--- config.mk ---
export PLATFORM = sky130hd
export DESIGN_NAME = aurora_tx_block_framer
export DESIGN_NICKNAME = d
export VERILOG_FILES = /design/src/rtl/aurora_tx_block_framer.sv
export SDC_FILE = /design/constraint.sdc
export NUM_CORES = 1
export LEC_CHECK = 0
export ABC_CLOCK_PERIOD_IN_PS = 6200
export CAP_MARGIN = 15
export CORE_UTILIZATION = 43
export CTS_CLUSTER_DIAMETER = 150
export CTS_CLUSTER_SIZE = 25
export DETAILED_ROUTE_END_ITERATION = 6
export PLACE_DENSITY_LB_ADDON = 0.12
export SYNTH_ARGS = -nofsm -noshare
export SYNTH_HDL_FRONTEND = slang
export SYNTH_SLANG_ARGS = --single-unit
--- constraint.sdc ---
create_clock -name Clk -period 6.2 [get_ports Clk]
set_input_delay 1.86 -clock Clk [delete_from_list [all_inputs] [get_ports Clk]]
set_output_delay 1.86 -clock Clk [all_outputs]
set_load 0.01 [all_outputs]
--- src/rtl/aurora_tx_block_framer.sv ---
`default_nettype none
// ============================================================================
// aurora_tx_block_framer : Aurora 64b66b TX framer (idle/init/CC insertion,
//                          x^58+x^39+1 payload scrambler) feeding the gearbox.
// Optional clock-compensation insertion: define AURORA_TX_CC_EN.
// Rev 1.0
// ============================================================================
module aurora_tx_block_framer #(
    parameter int INIT_IDLES = 16,
    parameter int CC_PERIOD  = 5000,
    parameter int CC_COUNT   = 3,
    parameter int SCRAMBLE   = 1
) (
    input  logic        Clk,
    input  logic        Rst,
    input  logic [63:0] DataIn,
    input  logic [1:0]  HeaderIn,
    input  logic        DataInValid,
    output logic        DataInReady,
    input  logic        DataNext,
    output logic [65:0] Data66,
    output logic        HdrError
);

    localparam logic [63:0] IDLE_BLK = 64'h7800_0000_0000_0000;
    localparam logic [63:0] CC_BLK   = 64'h7880_0000_0000_0000;
    localparam logic [57:0] SCR_SEED = 58'h3FF_FFFF_FFFF_FFFF;

    if (INIT_IDLES < 1 || INIT_IDLES > 255 || CC_COUNT < 1 || CC_COUNT > 15 ||
        CC_PERIOD < CC_COUNT + 1 || CC_PERIOD > 65536) begin : g_bad_params
        $error("aurora_tx_block_framer: parameter out of range");
    end

    typedef enum logic [0:0] {
        ST_INIT = 1'b0,
        ST_RUN  = 1'b1
    } state_t;

    state_t      state;
    logic [7:0]  init_cnt;
    logic [57:0] scr_state;
    logic [57:0] scr_work;
    logic [57:0] scr_next;
    logic [63:0] scr_payload;
    logic [63:0] sel_payload;
    logic [1:0]  sel_header;
    logic        transfer;
    logic        hdr_legal;
    logic        emit_cc;

`ifdef AURORA_TX_CC_EN
    logic [15:0] blk_cnt;
    logic [3:0]  cc_cnt;
    logic        cc_due;

    assign emit_cc     = (state == ST_RUN) && cc_due;
    assign DataInReady = DataNext && (state == ST_RUN) && !cc_due;
`else
    assign emit_cc     = 1'b0;
    assign DataInReady = DataNext && (state == ST_RUN);
`endif

    assign transfer  = DataInValid && DataInReady;
    assign hdr_legal = (HeaderIn == 2'b01) || (HeaderIn == 2'b10);

    always_comb begin
        sel_payload = IDLE_BLK;
        sel_header  = 2'b10;
        if (emit_cc) begin
            sel_payload = CC_BLK;
        end else if (transfer) begin
            sel_payload = DataIn;
            sel_header  = hdr_legal ? HeaderIn : 2'b10;
        end
    end

    // Bit-serial scrambler unrolled over the 64 payload bits, LSB first.
    always_comb begin
        scr_work    = scr_state;
        scr_payload = '0;
        for (int i = 0; i < 64; i++) begin
            scr_payload[i] = sel_payload[i] ^ scr_work[38] ^ scr_work[57];
            scr_work       = {scr_work[56:0], scr_payload[i]};
        end
        scr_next = scr_work;
    end

    always_ff @(posedge Clk or posedge Rst) begin
        if (Rst) begin
            state     <= ST_INIT;
            init_cnt  <= '0;
            scr_state <= SCR_SEED;
            Data66    <= {2'b10, IDLE_BLK};
            HdrError  <= 1'b0;
`ifdef AURORA_TX_CC_EN
            blk_cnt   <= '0;
            cc_cnt    <= '0;
            cc_due    <= 1'b0;
`endif
        end else begin
            if (transfer && !hdr_legal) begin
                HdrError <= 1'b1;
            end
            if (DataNext) begin
                scr_state <= scr_next;
                Data66    <= {sel_header, (SCRAMBLE != 0) ? scr_payload : sel_payload};
                case (state)
                    ST_INIT: begin
                        if (init_cnt == 8'(INIT_IDLES - 1)) begin
                            state    <= ST_RUN;
                            init_cnt <= '0;
                        end else begin
                            init_cnt <= init_cnt + 8'd1;
                        end
                    end
                    ST_RUN: begin
`ifdef AURORA_TX_CC_EN
                        // A burst starts at blk_cnt 0 and ends before the next wrap.
                        if (blk_cnt == 16'(CC_PERIOD - 1)) begin
                            blk_cnt <= '0;
                            cc_due  <= 1'b1;
                        end else begin
                            blk_cnt <= blk_cnt + 16'd1;
                        end
                        if (cc_due) begin
                            if (cc_cnt == 4'(CC_COUNT - 1)) begin
                                cc_cnt <= '0;
                                cc_due <= 1'b0;
                            end else begin
                                cc_cnt <= cc_cnt + 4'd1;
                            end
                        end
`endif
                    end
                    default: state <= ST_INIT;
                endcase
            end
        end
    end

endmodule
`default_nettype wire

* Word-level counts from Yosys, hierarchy flattened *
Index checks and enable logic that the tools add are counted.

storage, ports and cells
  RAM bits = 0
  ROM bits = 0
  input bits = 70
  output and inout port bits = 68
  register bits = 134
  latch bits = 0
  memories kept = 0
  logic and storage cells = 150

cells by class
  add/sub/neg operators = 1
  reductions and logical operators = 6
  bitwise logic cells = 129
  equality and inequality tests = 3
  $lt $le $gt $ge = 0
  $mul = 0
  mux-type cells = 6
  shift-type cells = 0
  divide/modulo/power cells = 0

operators by type and width
  cell                                                              count
  1-bit bitwise XOR                                                 128
  64-bit two-way mux                                                1
  8-bit by 1-bit adder with 8-bit output (second input constant)    1
  8-bit by 4-bit == test with 1-bit output (second input constant)  1
  8-bit two-way mux                                                 1
  2-bit two-way mux                                                 2
  1-bit logical AND                                                 3
  2-bit by 1-bit == test with 1-bit output (second input constant)  1
  2-bit == test (second input constant)                             1
  1-bit two-way mux                                                 2
  2-bit AND reduction                                               1
  1-bit logical NOT                                                 1
  1-bit logical OR                                                  1
  1-bit inverter                                                    1

* Depth between registers and ports, before layout *
  word-level depth = 7
  mapped depth = 7
  depth with buffers taken out = 4

* Worst setup path after synthesis *
OpenSTA, ideal clock, no wires.

  path kind = input to output
  start = in DataNext
  end = out DataInReady
  stages = 5
  setup slack = 1.588 ns
  data arrival time = 2.752 ns
  required time = 4.340 ns
  path buffers = 4
  cells stage by stage = buf_4 buf_4 buf_2 clkbuf_1 and2_1

between the ends
  longest elaborated chain between the ends = 1

RTL lines
  item               line  RTL
  start, declared    20    input logic DataNext,
  1-bit logical AND  60    assign DataInReady = DataNext && (state == ST_RUN);
  end, declared      19    output logic DataInReady,

Every way passes these cells.

* Worst setup path in the final report *
Ends and elaborated chain as after synthesis.

==> results.toml <==
[status]
status = "finished, final reports clean"

[layout]
drive_gt1_frac = 0.130
num-nets-final = 865
antennaDiodeCount = 0
final_core_util = 0.575
final_cell_area_um2 = 8800
syn_to_final_growth_pct = 29.0
instances_no_fill = 1016

[routing]
wirelength_mm = 17.6
ant_nets = 0
avgRoutedWirePerCell_um = 17.3
drt_first_pass_iters = 5
route.detailed.drc = 0
viasPerCell = 4.96
dr.first_iter.drc_count = 338
vias = 5038

[timing]
final-setup-viol-count = 0
period_minus_slack_ps = 4810
fin_worst_hold_slack_ps = 456
fmax_mhz = 208
slew_headroom = 0.298
final_max_slew_viol_count = 0
rsz0062_at_grt = "no"
tightest_slew_ps = 1050
skew_ps = 9.11
hold_viol = 0
finalCritPeriodShare = 0.777
tns_ps = 0

[power]
pwr_density_cell_nw_per_um2 = 603
ir_drop_mv = 0.279
cellLeakagePower_nw = 4.00

[critical_path]
required_ps = 4340
crit_fanout = 65
cp-end-kind = "primary output"
start_kind = "input pin"
critPathKind = "input pin to primary output"
cp_data_arrival_time_ps = 2950

[min_path]
hp-class = "flop to flop"

[clock_network]
postCtsSetupRepairBufs = 0
cts_resized = 0
cts-root-buf = "clkbuf_16"
cts-hold-fix-buffers = 0
cts.sink_count = 130
cts_tree = "done"
path_clk_slew_ps = 50
max-clock-path-buffers = 2
cts_max_level = 4
numCtsBuffers = 17
clock_latency_ps = 420

[global_routing]
grt_antenna_before_repair = 0
grt_start_max_net_pins = 87
grt_use_total = 0.231
grt_pass1_vias = 5154
grt_pass1_wl_mm = 28.0
grt-ovfl-total = 0

[die]
die_w_um = 128
fp-row-count = 45
dieArea_um2 = 16400
die_h_um = 128
start_util = 0.445
ios = 138
coreArea_um2 = 15300

[yosys]
ys_seq_elements = 130
ys.warnings.count = 0
syn-num-nets = 745
synthCells = 672
syn_area_um2 = 6820
synth.avg_cell_area_um2 = 10.1
yosysUniqueCellTypes = 30
synth-seq-area-share = 0.488

[placement]
dpl-instance-area_um2 = 8250
placed_cells = 984
dp_hpwl_mm = 12.7
portBuffers = 137
gp_congestion = 0.812

[run]
drv_cap = 0
==> layer usage <==
| metal | vias to the layer above | track usage | share of wire |
|---|---|---|---|
| met5 | - | 0 | 0 |
| met4 | 0 | 0.0810 | 0.017 |
| met3 | 21 | 0.0576 | 0.061 |
| met2 | 160 | 0.367 | 0.48 |
| met1 | 2441 | 0.306 | 0.44 |
| li1 | 2416 | - | - |
==> flip-flops by register name (all words and copies together), names as in the netlist <==
signal	flops
Data66	66
scr_state	54
init_cnt	8
HdrError	1
state	1
==> through the flow <==
stage | setup slack, ps | total power, mW
global placement | 1360 | 4.32
CTS | 1360 | 5.35
global route | 1300 | 5.67
finish | 1390 | 5.30
floorplan | 968 | 3.43
detailed placement | 1370 | 4.39
==> where the power goes <==
part           internal, mW  switching (mW)  leakage, nW
clock network         0.571           0.359        0.277
registers              1.44           0.389         1.48
logic                  1.31            1.23         2.24
total                  3.32            1.98         4.00
==> cells in the final DEF, fill, tap and decap left out, types with 2 or more instances in the layout <==
cell / netlist / layout
a21o_1: 2 / 2
a21oi_1: 20 / 20
and3_1: 15 / 15
buf_4: 12 / 4
clkbuf_1: 10 / 4
clkbuf_16: 0 / 17
clkbuf_8: 0 / 6
clkdlybuf4s50_1: 0 / 135
clkinv_2: 0 / 5
dfrtp_1: 71 / 71
dfstp_2: 59 / 59
ha_1: 3 / 3
inv_1: 117 / 116
mux2i_1: 49 / 49
nand2_1: 33 / 33
nand3_1: 2 / 2
nand4_1: 42 / 42
nand4_2: 4 / 4
nor2_1: 10 / 10
nor3_1: 3 / 3
o21ai_0: 74 / 74
o21ai_1: 10 / 10
xnor2_1: 80 / 80
xnor2_2: 6 / 6
xnor3_1: 6 / 6
xor2_1: 20 / 20
==> critical path, cell delays in order <==
cell,delay (ps)
buf_6,370
and2_1,190
clkdlybuf4s50_1,530
==> cells in the mapped netlist, drive strengths merged <==
library cell / instances / area [um^2]
buf: 31 / 215
nor2: 10 / 37.5
and2b: 1 / 7.51
nand3b: 1 / 7.51
xnor2: 86 / 798
inv: 117 / 439
and3: 15 / 93.8
ha: 3 / 37.5
and2: 1 / 6.26
nand2: 33 / 124
o21ai: 84 / 420
xnor3: 6 / 135
nand2b: 1 / 6.26
nand3: 2 / 10.0
a21o: 2 / 15.0
nand4: 46 / 313
clkbuf: 10 / 37.5
a21oi: 20 / 100
nor3: 3 / 15.0
mux2i: 49 / 490
xor2: 20 / 175
dfrtp: 71 / 1780
or4: 1 / 7.51
dfstp: 59 / 1550
==> cell type report <==
type	instances	area [um^2]
clock buffer	27	523
clock inverter	5	25.0
fill	1346	6520
inverter	117	442
multi-input combinational	384	2800
sequential	130	3330
tap	211	264
timing repair buffer	142	1420
==> kinds of logic (layout without fill, tap and decap cells) <==
kind of cell | after synthesis | count (layout) | synth area share
multiplexers | 49 | 49 | 0.0719
adder cells (fa/ha/maj) | 3 | 3 | 0.00551
buffers and inverters | 158 | 291 | 0.101
AO/OA/AOI/OAI | 106 | 106 | 0.0785
XOR/XNOR | 112 | 112 | 0.163
AND/OR/NAND/NOR | 114 | 114 | 0.0921
flip-flops | 130 | 130 | 0.488
==> final timing paths <==
kind | slack [ps] | to | cells past startpoint | startpoint
min in group asynchronous | 1970 | Data66[13] | 2 | Rst
setup reg to reg | 3600 | Data66[26] | 5 | state
hold / removal | 460 | HdrError | 1 | HdrError
hold reg to reg | 460 | HdrError | 1 | HdrError
max in group asynchronous | 3320 | scr_state[51] | 3 | Rst
setup / recovery | 1390 | DataInReady | 3 | DataNext
No activity file was read; power rests on OpenSTA's default activity.
